<file path="src/rtl/cfg_loader.sv">
// -----------------------------------------------------------------------------
// cfg_loader
//
// Loads the two connection-box configuration chains (A and B) in lockstep from
// a word-wide bitstream. Each lane has a WORD_W shifter and a one-entry
// prefetch buffer. Both lanes share one set of control. Bits leave MSB first,
// and only the first CHAIN_LEN bits of the stream are used.
//
// Handshake: a word moves from the source into the loader on a rising edge
// where word_valid && word_ready are both high. word_ready is decoded from
// registered state only. It is high in LOAD while the prefetch buffer is
// empty and fewer than NWORDS words have been taken.
//
// Ports
//   clk, nrst               clock, synchronous active-low reset
//   start, abort            begin a load (IDLE/DONE) / cancel a load (LOAD)
//   word_dataA/B            next bitstream word per lane
//   word_valid, word_ready  bitstream handshake
//   chain_en, chain_dinA/B  CB config_en / config_data_inA/B
//   fabric_en               CB en; high only after a complete load
//   busy, done, err         LOAD / DONE / sticky abort flag
//   dbg_state               FSM state (0 = IDLE, 1 = LOAD, 2 = DONE)
// -----------------------------------------------------------------------------
module cfg_loader #(
  parameter int CHAIN_LEN = 20,
  parameter int WORD_W    = 8
) (
  input  logic              clk,
  input  logic              nrst,
  input  logic              start,
  input  logic              abort,
  input  logic [WORD_W-1:0] word_dataA,
  input  logic [WORD_W-1:0] word_dataB,
  input  logic              word_valid,
  output logic              word_ready,
  output logic              chain_en,
  output logic              chain_dinA,
  output logic              chain_dinB,
  output logic              fabric_en,
  output logic              busy,
  output logic              done,
  output logic              err,
  output logic [1:0]        dbg_state
);

  localparam int NWORDS = (CHAIN_LEN + WORD_W - 1) / WORD_W;
  localparam int BCW    = $clog2(CHAIN_LEN + 1);
  localparam int WCW    = $clog2(NWORDS + 1);
  localparam int SCW    = $clog2(WORD_W + 1);

  localparam logic [BCW-1:0] LP_CHAIN_LEN = BCW'(CHAIN_LEN);
  localparam logic [WCW-1:0] LP_NWORDS    = WCW'(NWORDS);
  localparam logic [SCW-1:0] LP_REFILL    = SCW'(WORD_W - 1);

  typedef enum logic [1:0] {
    S_IDLE = 2'd0,
    S_LOAD = 2'd1,
    S_DONE = 2'd2
  } state_t;

  state_t r_state;
  state_t w_next;

  logic [BCW-1:0]    r_bit_cnt;    // bits presented on the chain so far
  logic [WCW-1:0]    r_word_cnt;   // words accepted in this load
  logic [SCW-1:0]    r_shift_cnt;  // bits still waiting in the shifters
  logic [WORD_W-1:0] r_shA;
  logic [WORD_W-1:0] r_shB;
  logic [WORD_W-1:0] r_bufA;
  logic [WORD_W-1:0] r_bufB;
  logic              r_buf_full;
  logic              r_chain_en;
  logic              r_dinA;
  logic              r_dinB;
  logic              r_fabric_en;
  logic              r_err;
  logic              r_busy;
  logic              r_done;

  logic w_start_acc;
  logic w_abort;
  logic w_bits_done;
  logic w_shift_has;
  logic w_present;
  logic w_xfer;

  assign w_start_acc = start && (r_state != S_LOAD);
  assign w_abort     = abort && (r_state == S_LOAD);
  assign w_bits_done = (r_bit_cnt == LP_CHAIN_LEN);
  assign w_shift_has = (r_shift_cnt != '0);
  // A bit goes out whenever one is available and the chain is not yet full.
  // When both the shifter and the buffer are empty, the chain stalls. The bit
  // counter then holds, so no bit is lost or duplicated.
  assign w_present   = (r_state == S_LOAD) && !abort && !w_bits_done &&
                       (w_shift_has || r_buf_full);
  assign word_ready  = (r_state == S_LOAD) && !r_buf_full && (r_word_cnt < LP_NWORDS);
  assign w_xfer      = word_valid && word_ready;

  // ---------------------------------------------------------------- FSM
  always_ff @(posedge clk) begin
    if (!nrst) r_state <= S_IDLE;
    else       r_state <= w_next;
  end

  always_comb begin
    w_next = r_state;
    unique case (r_state)
      S_IDLE:  if (start) w_next = S_LOAD;
      S_LOAD: begin
        if (abort)            w_next = S_IDLE;
        else if (w_bits_done) w_next = S_DONE;
      end
      S_DONE:  if (start) w_next = S_LOAD;
      default: w_next = S_IDLE;
    endcase
  end

  // ----------------------------------------------------------- datapath
  always_ff @(posedge clk) begin
    if (!nrst) begin
      r_bit_cnt   <= '0;
      r_word_cnt  <= '0;
      r_shift_cnt <= '0;
      r_shA       <= '0;
      r_shB       <= '0;
      r_bufA      <= '0;
      r_bufB      <= '0;
      r_buf_full  <= 1'b0;
      r_chain_en  <= 1'b0;
      r_dinA      <= 1'b0;
      r_dinB      <= 1'b0;
      r_fabric_en <= 1'b0;
      r_err       <= 1'b0;
      r_busy      <= 1'b0;
      r_done      <= 1'b0;
    end else begin
      r_busy <= (w_next == S_LOAD);
      r_done <= (w_next == S_DONE);
      if (w_start_acc) begin
        r_bit_cnt   <= '0;
        r_word_cnt  <= '0;
        r_shift_cnt <= '0;
        r_buf_full  <= 1'b0;
        r_chain_en  <= 1'b0;
        r_fabric_en <= 1'b0;
        r_err       <= 1'b0;
      end else if (w_abort) begin
        // The CB keeps whatever partial chain it already holds.
        r_chain_en  <= 1'b0;
        r_shift_cnt <= '0;
        r_buf_full  <= 1'b0;
        r_err       <= 1'b1;
      end else if (r_state == S_LOAD) begin
        r_chain_en <= w_present;
        if (w_present) begin
          r_bit_cnt <= r_bit_cnt + 1'b1;
          if (w_shift_has) begin
            r_dinA      <= r_shA[WORD_W-1];
            r_dinB      <= r_shB[WORD_W-1];
            r_shA       <= r_shA << 1;
            r_shB       <= r_shB << 1;
            r_shift_cnt <= r_shift_cnt - 1'b1;
          end else begin
            // The shifter is empty, so its next MSB comes straight from the buffer.
            r_dinA      <= r_bufA[WORD_W-1];
            r_dinB      <= r_bufB[WORD_W-1];
            r_shA       <= r_bufA << 1;
            r_shB       <= r_bufB << 1;
            r_shift_cnt <= LP_REFILL;
          end
        end
        // Fill and drain are exclusive: a fill needs an empty buffer, and a
        // drain needs a full one.
        if (w_xfer) begin
          r_bufA     <= word_dataA;
          r_bufB     <= word_dataB;
          r_buf_full <= 1'b1;
          r_word_cnt <= r_word_cnt + 1'b1;
        end else if (w_present && !w_shift_has) begin
          r_buf_full <= 1'b0;
        end
        if (w_bits_done) r_fabric_en <= 1'b1;
      end
    end
  end

  assign chain_en   = r_chain_en;
  assign chain_dinA = r_dinA;
  assign chain_dinB = r_dinB;
  assign fabric_en  = r_fabric_en;
  assign busy       = r_busy;
  assign done       = r_done;
  assign err        = r_err;
  assign dbg_state  = r_state;

endmodule
</file>
<file path="config.mk">
export PLATFORM = sky130hd
export DESIGN_NAME = cfg_loader
export DESIGN_NICKNAME = d
export VERILOG_FILES = /design/src/rtl/cfg_loader.sv
export SDC_FILE = /design/constraint.sdc
export NUM_CORES = 1
export LEC_CHECK = 0
export CAP_MARGIN = 40
export CORE_ASPECT_RATIO = 1.1
export CORE_MARGIN = 5
export CORE_UTILIZATION = 38
export DETAILED_ROUTE_END_ITERATION = 10
export PLACE_DENSITY = 0.55
export SYNTH_ARGS = -nofsm -noshare
export SYNTH_HDL_FRONTEND = slang
export SYNTH_SLANG_ARGS = --single-unit
</file>
<file path="constraint.sdc">
create_clock -name clk -period 3.35 [get_ports clk]
set_input_delay 0.67 -clock clk [delete_from_list [all_inputs] [get_ports clk]]
set_output_delay 0.67 -clock clk [all_outputs]
set_load 0.05 [all_outputs]
</file>
==> impl_metrics.env, run 1 <==
export IMPL_status="finished clean"
export IMPL_irDropWorstVdd_mv=0.217
export IMPL_postCtsResizedCells=0
export IMPL_clock_sinks=51
export IMPL_slew_violations=0
export IMPL_cts_setup_buffers=0
export IMPL_powerDensity_nw_per_um2=457
export IMPL_insertion_delay_ns=0.30
export IMPL_routed_wl_um=4170
export IMPL_synth_area_um2=2150
export IMPL_dr_total_vias=1671
export IMPL_crit_start="r_word_cnt[0]"
export IMPL_num_rows=28
export IMPL_critPathKind="flop to output port"
export IMPL_fmax_ghz=0.371
export IMPL_setup_violations=0
export IMPL_clock_skew_final_ns=0.00757
export IMPL_seq_area_um2=1020
export IMPL_dieArea_um2=7280
export IMPL_p_clk_share_pct=41.1
export IMPL_die_x_um=81.8
export IMPL_crit_family="buffers and inverters"
export IMPL_p_sw_share_pct=20.8
export IMPL_fin_crit_ns=2.70
export IMPL_start_util_pct=39.7
export IMPL_synth_edf_count=0
export IMPL_port_buffers=30
export IMPL_die_h_um=89.0
export IMPL_worstReg2RegEnd="r_shB[5]"
export IMPL_yosys_register_bits=51
export IMPL_p_sw_mw=0.251
export IMPL_drive_above_1_share_pct=6.79
export IMPL_antenna_found_initial=0
export IMPL_crit_chain="ha_1 -> nor4b_2 -> clkdlybuf4s50_1"
export IMPL_core_area_um2=5430
export IMPL_min_from="r_bufA[4]"
export IMPL_worst_pin_slew_ns=0.640
export IMPL_rr_worst_depth=6
export IMPL_multi_input_comb_area_um2=1030
export IMPL_root_buffer="clkbuf_8"
export IMPL_cts_made_buffers=5
export IMPL_holdWs_ns=0.473
export IMPL_path_buf_inv=1
export IMPL_max_stage_delay_ns=0.87
export IMPL_min_to="r_bufA[4]"
export IMPL_synthTopCellsByArea="dfxtp_1 (47%), mux2i_1 (7.0%), nand2_1 (6.6%)"
export IMPL_max_slew_margin_pct=57.0
export IMPL_grt_pass1_wl_um=6980
export IMPL_drt_iter0_drc=86
export IMPL_synth_fp_nets=263
export IMPL_yosysUniqueCellTypes=35
export IMPL_max_cap_viol_count=0
export IMPL_rsz0062_at_grt="no"
export IMPL_arrival_ns=2.03
export IMPL_diodes=0
export IMPL_async_reset_ff_share_pct=0
export IMPL_rr_startpoint="r_shift_cnt[0]"
export IMPL_antenna_left=0
export IMPL_htree_levels=2
export IMPL_hold_depth=2
export IMPL_final_nets=289
export IMPL_grt_overflow=0
export IMPL_tns_ns=0
export IMPL_start_kind="flop"
export IMPL_ys_top_cells_by_count="dfxtp_1 (51), nand2_1 (38), nand3_1 (26)"
export IMPL_sequentialPowerShare_pct=51.4
export IMPL_hold_violations=0
export IMPL_syn_area_per_cell_um2=9.05
export IMPL_p_int_mw=0.955
export IMPL_dp_hpwl_um=2820
export IMPL_utilization_pct=48.6
export IMPL_cp_max_fo=3
export IMPL_area_growth_pct=22.4
export IMPL_seq_area_frac_synth_pct=47.4
export IMPL_tritoncts="done"
export IMPL_post_route_period_util_pct=80.5
export IMPL_syn_inst=238
export IMPL_grt_total_usage_pct=12.3
export IMPL_first_pass_iters=4
export IMPL_crit_required_ns=2.68
export IMPL_synth_top_area_share_pct=47.4
export IMPL_place_congestion=0.735
export IMPL_clk_pin_slew_worst_paths_ns=0.09
export IMPL_grt_max_degree=56
export IMPL_synth_ff_type="dfxtp_1"
export IMPL_yosysWarnings=0
export IMPL_reg2reg_slack_ns=1.38
export IMPL_pwr_share_comb_pct=7.5
export IMPL_slowest_stage="clkdlybuf4s50_1"
export IMPL_grt_pass1_vias=1583
export IMPL_fill_cells=546
export IMPL_endpoint_kind="output port"
export IMPL_hold_path_class="flop to flop"
export IMPL_synth_most_common_cell="dfxtp_1"
export IMPL_drcViolationCount=0
export IMPL_synth_top_area_cell="dfxtp_1"
export IMPL_via_per_inst=4.91
export IMPL_clock_path_buffers=2
export IMPL_p_leak_nw=1.19
export IMPL_ioPinCount=31
export IMPL_wire_per_inst_um=12.3
export IMPL_cts_hold_buf=0
==> routing by layer <==
metal,track usage [%],routed length [um]
met4,4.53,63
met1,14.2,1960
met3,3.33,209
met2,21.7,1940
met5,0,0
==> cells in the final DEF (no fill, tap or decap), types with 2 or more instances in the layout <==
cell             netlist  routed
a21oi_1                7       7
and2_1                 2       2
buf_4                  0       4
bufinv_16              0       2
clkbuf_8               0       5
clkdlybuf4s50_1        0      29
dfxtp_1               51      51
ha_1                   4       4
inv_1                  5       5
mux2i_1               15      15
nand2_1               38      38
nand3_1               26      26
nor2_1                12      12
nor2b_1                3       3
nor3_1                 3       3
nor3b_2                1       2
o211a_1               14      14
o21ai_0               21      21
o21ai_1                2       2
or3_1                  2       2
xor2_1                 2       2
==> sequential cells by signal (all words and copies together), names as in the netlist, 2 cells and up <==
signal and flops:
r_word_cnt 2, r_bufB 8, r_shift_cnt 4, dbg_state 2, r_bit_cnt 5, r_bufA 8, r_shA 7, r_shB 7
==> stage by stage <==
step	std cells	power, mW	cell area (um2)	setup WS (ns)
floorplan	238	0.684	2150	0.640
finish	340	1.21	2640	0.653
global placement	332	0.725	2500	0.851
global route	340	1.26	2640	0.515
CTS	340	1.22	2640	0.621
detailed placement	332	0.725	2500	0.819
==> worst min-delay path: stages (launching register included) <==
cell,delay (ns)
dfxtp_1,0.33
nand3_1,0.06
o21ai_1,0.05
==> power by group through the flow <==
stage | Combinational (mW) | Clock (mW) | Sequential [mW]
after floorplan | 0.0430 | 0 | 0.641
after global placement | 0.0913 | 0 | 0.634
after detailed placement | 0.0908 | 0 | 0.634
after CTS | 0.0914 | 0.513 | 0.620
after global routing | 0.0987 | 0.537 | 0.621
final | 0.0902 | 0.496 | 0.620
==> layout make-up <==
type	instances	area share, %
timing repair buffer	35	13.1
sequential	51	38.7
multi-input combinational	166	38.9
tap	75	3.56
inverter	5	0.712
clock buffer	6	2.75
clock inverter	2	2.28
==> cell families (layout without fill, tap and decap cells) <==
logic type	count (synthesis)	in the layout	share of synthesized area (%)
buffers and inverters	21	48	5.23
muxes	15	15	6.97
and+or+nand+nor	96	96	21.8
adders and majority gates	4	4	2.32
xor gates and xnor gates	3	3	1.22
DFF	51	51	47.4
AOI/OAI and AO/OA	48	48	15.1
==> how the worst max path moves through the flow <==
stage,endpoint,slack (ns),cells past startpoint
2_1_floorplan,r_bufA[3],0.64,5
3_3_place_gp,r_shB[4],0.85,7
3_5_place_dp,r_shB[3],0.82,7
4_1_cts,word_ready,0.62,3
5_1_grt,word_ready,0.51,3
6_report,word_ready,0.65,3
No activity file was read; power rests on OpenSTA's default activity.
==> run 2: changes to the inputs <==
==> constraint.sdc (replaced) <==
create_clock -name clk -period 2.5 [get_ports clk]
set_input_delay 0.5 -clock clk [delete_from_list [all_inputs] [get_ports clk]]
set_output_delay 0.5 -clock clk [all_outputs]
set_load 0.05 [all_outputs]
==> run 2 against run 1 <==
Combinational power up 36%. Clock power grew 2%. Register-to-register slack worse by 0.69 ns. Clock skew is 0.0016 ns lower. Wire length up 0.36%. Sequential power up 34%. Clock-buffer cell count is 2 higher. Critical path type unchanged. Critical endpoint is now dbg_state[1].
==> impl_metrics.env, run 2 (synthesis results as in run 1) <==
export IMPL_status="finished clean"
export IMPL_grt_max_degree=55
export IMPL_max_slew_margin_pct=57.5
export IMPL_final_nets=291
export IMPL_wl_met2_um=1960
export IMPL_wl_met1_um=1990
export IMPL_start_util_pct=39.7
export IMPL_top_layer="met4"
export IMPL_hold_violations=0
export IMPL_antenna_found_initial=0
export IMPL_slew_violations=0
export IMPL_area_growth_pct=22.1
export IMPL_clk_pin_slew_worst_paths_ns=0.09
export IMPL_dieArea_um2=7280
export IMPL_wire_per_inst_um=12.2
export IMPL_cts_setup_buffers=0
export IMPL_grt_overflow=0
export IMPL_hold_path_class="flop to flop"
export IMPL_path_buf_inv=1
export IMPL_fin_ws_ns=0.366
export IMPL_first_pass_iters=4
export IMPL_reg_top3="r_bufA x8, r_bufB x8"
export IMPL_place_congestion=0.785
export IMPL_p_leak_nw=1.20
export IMPL_via_per_inst=4.96
export IMPL_num_rows=28
export IMPL_drive_above_1_share_pct=7.49
export IMPL_drt_iter0_drc=49
export IMPL_start_kind="flop"
export IMPL_arrival_ns=1.63
export IMPL_slowest_stage="clkdlybuf4s50_1"
export IMPL_diodes=0
export IMPL_ioPinCount=31
export IMPL_max_stage_delay_ns=0.86
export IMPL_endpoint_kind="output port"
export IMPL_crit_required_ns=2.00
export IMPL_final_cell_mix="dfxtp_1 (51), nand2_1 (38), clkdlybuf4s50_1 (28)"
export IMPL_utilization_pct=48.5
export IMPL_crit_chain="clkdlybuf4s50_1"
export IMPL_met3_length_um=210
export IMPL_total_power_mw=1.46
export IMPL_insertion_delay_ns=0.29
export IMPL_cp_max_fo=6
export IMPL_clock_path_buffers=2
export IMPL_cts_made_buffers=5
export IMPL_tns_ns=0
export IMPL_grt_pass1_wl_um=7170
export IMPL_htree_levels=2
export IMPL_pre_cts_slack_ns=0.343
export IMPL_max_cap_viol_count=0
export IMPL_final_area_um2=2630
export IMPL_tritoncts="done"
export IMPL_worst_pin_slew_ns=0.633
export IMPL_fin_crit_ns=2.13
export IMPL_cts_hold_buf=0
export IMPL_grt_pass1_vias=1574
export IMPL_crit_family="buffers and inverters"
export IMPL_irDropWorstVdd_mv=0.281
export IMPL_rsz0062_at_grt="no"
export IMPL_postCtsResizedCells=0
export IMPL_dp_hpwl_um=2960
export IMPL_drcViolationCount=0
export IMPL_die_x_um=81.8
export IMPL_powerDensity_nw_per_um2=554
export IMPL_port_buffers=30
export IMPL_grt_total_usage_pct=12.6
export IMPL_dr_total_vias=1698
export IMPL_antenna_left=0
export IMPL_critPathKind="flop to output port"
export IMPL_core_area_um2=5430
export IMPL_place_area_um2=2530
export IMPL_fmax_ghz=0.469
export IMPL_clock_sinks=51
export IMPL_setup_violations=0
export IMPL_post_route_period_util_pct=85.4
export IMPL_reg2reg_slack_ns=0.69
export IMPL_root_buffer="clkbuf_8"
export IMPL_layout_commonest_cell="dfxtp_1"
export IMPL_die_h_um=89.0
export IMPL_routed_wl_um=4180
export IMPL_clock_skew_final_ns=0.00601
run 2: cell count changes in the layout (fill, tap and decap cells not counted), sizes merged:
cell,delta
buf,+2
bufinv,-2
clkbuf,+2
clkdlybuf4s50,-1
dlymetal6s2s,+1
run 2: report_power, final:
part / leakage (nW) / total (mW) / switching [mW] / internal [mW]
Clock: 0.0515 / 0.504 / 0.251 / 0.253
Combinational: 0.741 / 0.123 / 0.0650 / 0.0578
Sequential: 0.412 / 0.831 / 0.00749 / 0.823
run 2: path summary, 6_finish.rpt:
path	from	to	cells past startpoint
worst min register to register	r_bufB[0]	r_shB[1]	2
worst max-delay path	dbg_state[1]	dbg_state[1]	1
worst min-delay path	r_bufB[0]	r_shB[1]	2
worst max register to register	r_shift_cnt[0]	r_shB[5]	6
run 2: per-stage QoR:
stage / std cells / hold WS (ns)
2_1_floorplan: 238 / 0.436
3_3_place_gp: 334 / 0.455
3_5_place_dp: 334 / 0.460
4_1_cts: 342 / 0.479
5_1_grt: 342 / 0.496
6_report: 342 / 0.473
run 2: metal layers:
| metal | GRT usage [%] | vias up |
|---|---|---|
| li1 | - | 884 |
| met1 | 15.7 | 783 |
| met2 | 21.2 | 29 |
| met3 | 3.73 | 2 |
| met4 | 3.63 | 0 |
| met5 | 0 | - |
run 2: final cells by class:
type                       count  area, um2
fill                         546       2800
clock buffer                   8        100
multi-input combinational    166       1030
inverter                       5       18.8
timing repair buffer          37        363
tap                           75       93.8
sequential                    51       1020
run 2: worst register-to-register path, stage by stage (launching register included):
cell and delay [ns]:
dfxtp_1 0.32, inv_1 0.09, ha_1 0.18, or4b_4 0.49, and3_1 0.24, buf_12 0.17
o211a_1 0.22
==> run 3: changes to the inputs <==
--- a/config.mk
+++ b/config.mk
@@ -8,9 +8,11 @@
 export CAP_MARGIN = 40
 export CORE_ASPECT_RATIO = 1.1
 export CORE_MARGIN = 5
-export CORE_UTILIZATION = 38
+export CORE_UTILIZATION = 32
+export CTS_CLUSTER_SIZE = 14
 export DETAILED_ROUTE_END_ITERATION = 10
-export PLACE_DENSITY = 0.55
+export PLACE_DENSITY = 0.48
+export SETUP_SLACK_MARGIN = 0.15
 export SYNTH_ARGS = -nofsm -noshare
 export SYNTH_HDL_FRONTEND = slang
 export SYNTH_SLANG_ARGS = --single-unit
==> run 3 against run 2 <==
Sequential share of layout area fell by 0.074 points. Critical path depth is 2 higher. Highest routed layer unchanged. First-iteration DRC count increased by 71%. Final cell count rose by 1.8%. Critical path type unchanged. Design area up 0.19%. Clock skew increased by 0.0015 ns. Hold slack got worse by 0.010 ns. Wire length grew 4.2%.
==> impl_metrics.env, run 3 (synthesis results as in run 1) <==
export IMPL_fin_crit_ns=2.17
export IMPL_start_kind="flop"
export IMPL_hold_path_class="flop to flop"
export IMPL_sequentialPowerShare_pct=58.2
export IMPL_final_nets=291
export IMPL_ioPinCount=31
export IMPL_worst_pin_slew_ns=0.648
export IMPL_drive_above_1_share_pct=7.52
export IMPL_p_int_mw=1.10
export IMPL_crit_chain="ha_1 -> nor4b_4 -> dlygate4sd2_1"
export IMPL_powerDensity_nw_per_um2=542
export IMPL_port_buffers=30
export IMPL_dp_hpwl_um=3040
export IMPL_p_sw_share_pct=23.0
export IMPL_min_from="r_bufA[4]"
export IMPL_rr_startpoint="r_shift_cnt[0]"
export IMPL_instances_no_fill=348
export IMPL_max_slew_margin_pct=56.5
export IMPL_diodes=0
export IMPL_p_leak_nw=1.20
export IMPL_hold_depth=2
export IMPL_pwr_share_comb_pct=8.6
export IMPL_cts_hold_buf=0
export IMPL_tritoncts="done"
export IMPL_place_area_um2=2550
export IMPL_grt_total_usage_pct=11.4
export IMPL_path_buf_inv=1
export IMPL_grt_overflow=0
export IMPL_antenna_left=0
export IMPL_p_sw_mw=0.329
export IMPL_start_util_pct=32.9
export IMPL_via_per_inst=4.77
export IMPL_dp_cells=341
export IMPL_clock_skew_final_ns=0.00747
export IMPL_slowest_stage="dlygate4sd2_1"
export IMPL_clock_sinks=51
export IMPL_hold_violations=0
export IMPL_dieArea_um2=8480
export IMPL_drcViolationCount=0
export IMPL_rsz0062_at_grt="no"
export IMPL_insertion_delay_ns=0.30
export IMPL_first_pass_iters=4
export IMPL_crit_family="buffers and inverters"
export IMPL_wire_per_inst_um=12.5
export IMPL_area_growth_pct=22.4
export IMPL_rr_worst_depth=6
export IMPL_drt_iter0_drc=84
export IMPL_cts_made_buffers=5
export IMPL_tns_ns=0
export IMPL_grt_pass1_wl_um=7580
export IMPL_utilization_pct=40.2
export IMPL_fmax_ghz=0.460
export IMPL_final_cell_mix="dfxtp_1 (51), nand2_1 (38), clkdlybuf4s50_1 (28)"
export IMPL_worstReg2RegEnd="r_shB[4]"
export IMPL_grt_pass1_vias=1688
export IMPL_root_buffer="clkbuf_8"
export IMPL_post_route_period_util_pct=86.9
export IMPL_setup_violations=0
export IMPL_slew_violations=0
export IMPL_cp_max_fo=3
export IMPL_p_clk_share_pct=33.2
export IMPL_routed_wl_um=4360
export IMPL_cts_setup_buffers=0
export IMPL_min_to="r_bufA[4]"
export IMPL_die_x_um=88.2
export IMPL_layout_commonest_cell="dfxtp_1"
export IMPL_reg2reg_slack_ns=0.70
export IMPL_endpoint_kind="output port"
export IMPL_core_area_um2=6560
export IMPL_htree_levels=2
export IMPL_reg_top3="r_bufA x8, r_bufB x8"
export IMPL_max_stage_delay_ns=0.57
export IMPL_num_rows=31
export IMPL_clk_pin_slew_worst_paths_ns=0.09
export IMPL_antenna_found_initial=0
export IMPL_dr_total_vias=1660
export IMPL_arrival_ns=1.67
export IMPL_critPathKind="flop to output port"
export IMPL_max_cap_viol_count=0
export IMPL_irDropWorstVdd_mv=0.254
export IMPL_clock_path_buffers=2
export IMPL_postCtsResizedCells=1
export IMPL_status="finished clean"
export IMPL_grt_max_degree=56
export IMPL_place_congestion=0.726
export IMPL_final_area_um2=2640
export IMPL_crit_required_ns=2.00
export IMPL_die_h_um=96.1
## run 3: cell type report
cell class	count	area, um2
clock inverters	1	5.00
repair buffers	37	372
inverters	5	18.8
well taps	82	103
clock buffers	6	82.6
fillers	688	3920
multi-input cells	166	1030
flip-flops and latches	51	1020
## run 3: worst register-to-register path, cell delays in order, from the launching register on
cell and delay (ns):
dfxtp_1 0.32, inv_1 0.09, ha_1 0.18, or4b_4 0.49, and3_1 0.24, buf_12 0.17, o211a_1 0.23
## run 3: per-layer routing
metal | up-vias | routed length (um) | track usage [%]
li1 | 880 | - | -
met1 | 749 | 2060 | 13.5
met2 | 25 | 2020 | 19.8
met3 | 6 | 214 | 2.74
met4 | 0 | 70 | 4.53
met5 | - | 0 | 0
## run 3: power groups by stage
stage | clock network [mW] | logic (mW) | registers (mW)
4_1_cts | 0.500 | 0.126 | 0.831
3_5_place_dp | 0 | 0.126 | 0.851
2_1_floorplan | 0 | 0.0587 | 0.859
5_1_grt | 0.528 | 0.136 | 0.833
6_report | 0.473 | 0.123 | 0.831
3_3_place_gp | 0 | 0.127 | 0.850
## run 3: worst max path at each step
stage / startpoint / to / slack, ns / depth (start not counted)
2_1_floorplan: dbg_state[0] / r_bufA[3] / 0.20 / 5
3_3_place_gp: abort / chain_dinA / 0.34 / 6
3_5_place_dp: abort / chain_dinA / 0.32 / 6
4_1_cts: r_word_cnt[0] / word_ready / 0.29 / 3
5_1_grt: r_word_cnt[0] / word_ready / 0.22 / 3
6_report: r_word_cnt[0] / word_ready / 0.33 / 3
## run 3: stage by stage
step | hold WS [ns] | power, mW | setup slack [ns]
detailed placement | 0.458 | 0.977 | 0.321
global placement | 0.447 | 0.977 | 0.342
global route | 0.501 | 1.50 | 0.224
finish | 0.463 | 1.43 | 0.327
CTS | 0.471 | 1.46 | 0.293
floorplan | 0.436 | 0.918 | 0.201
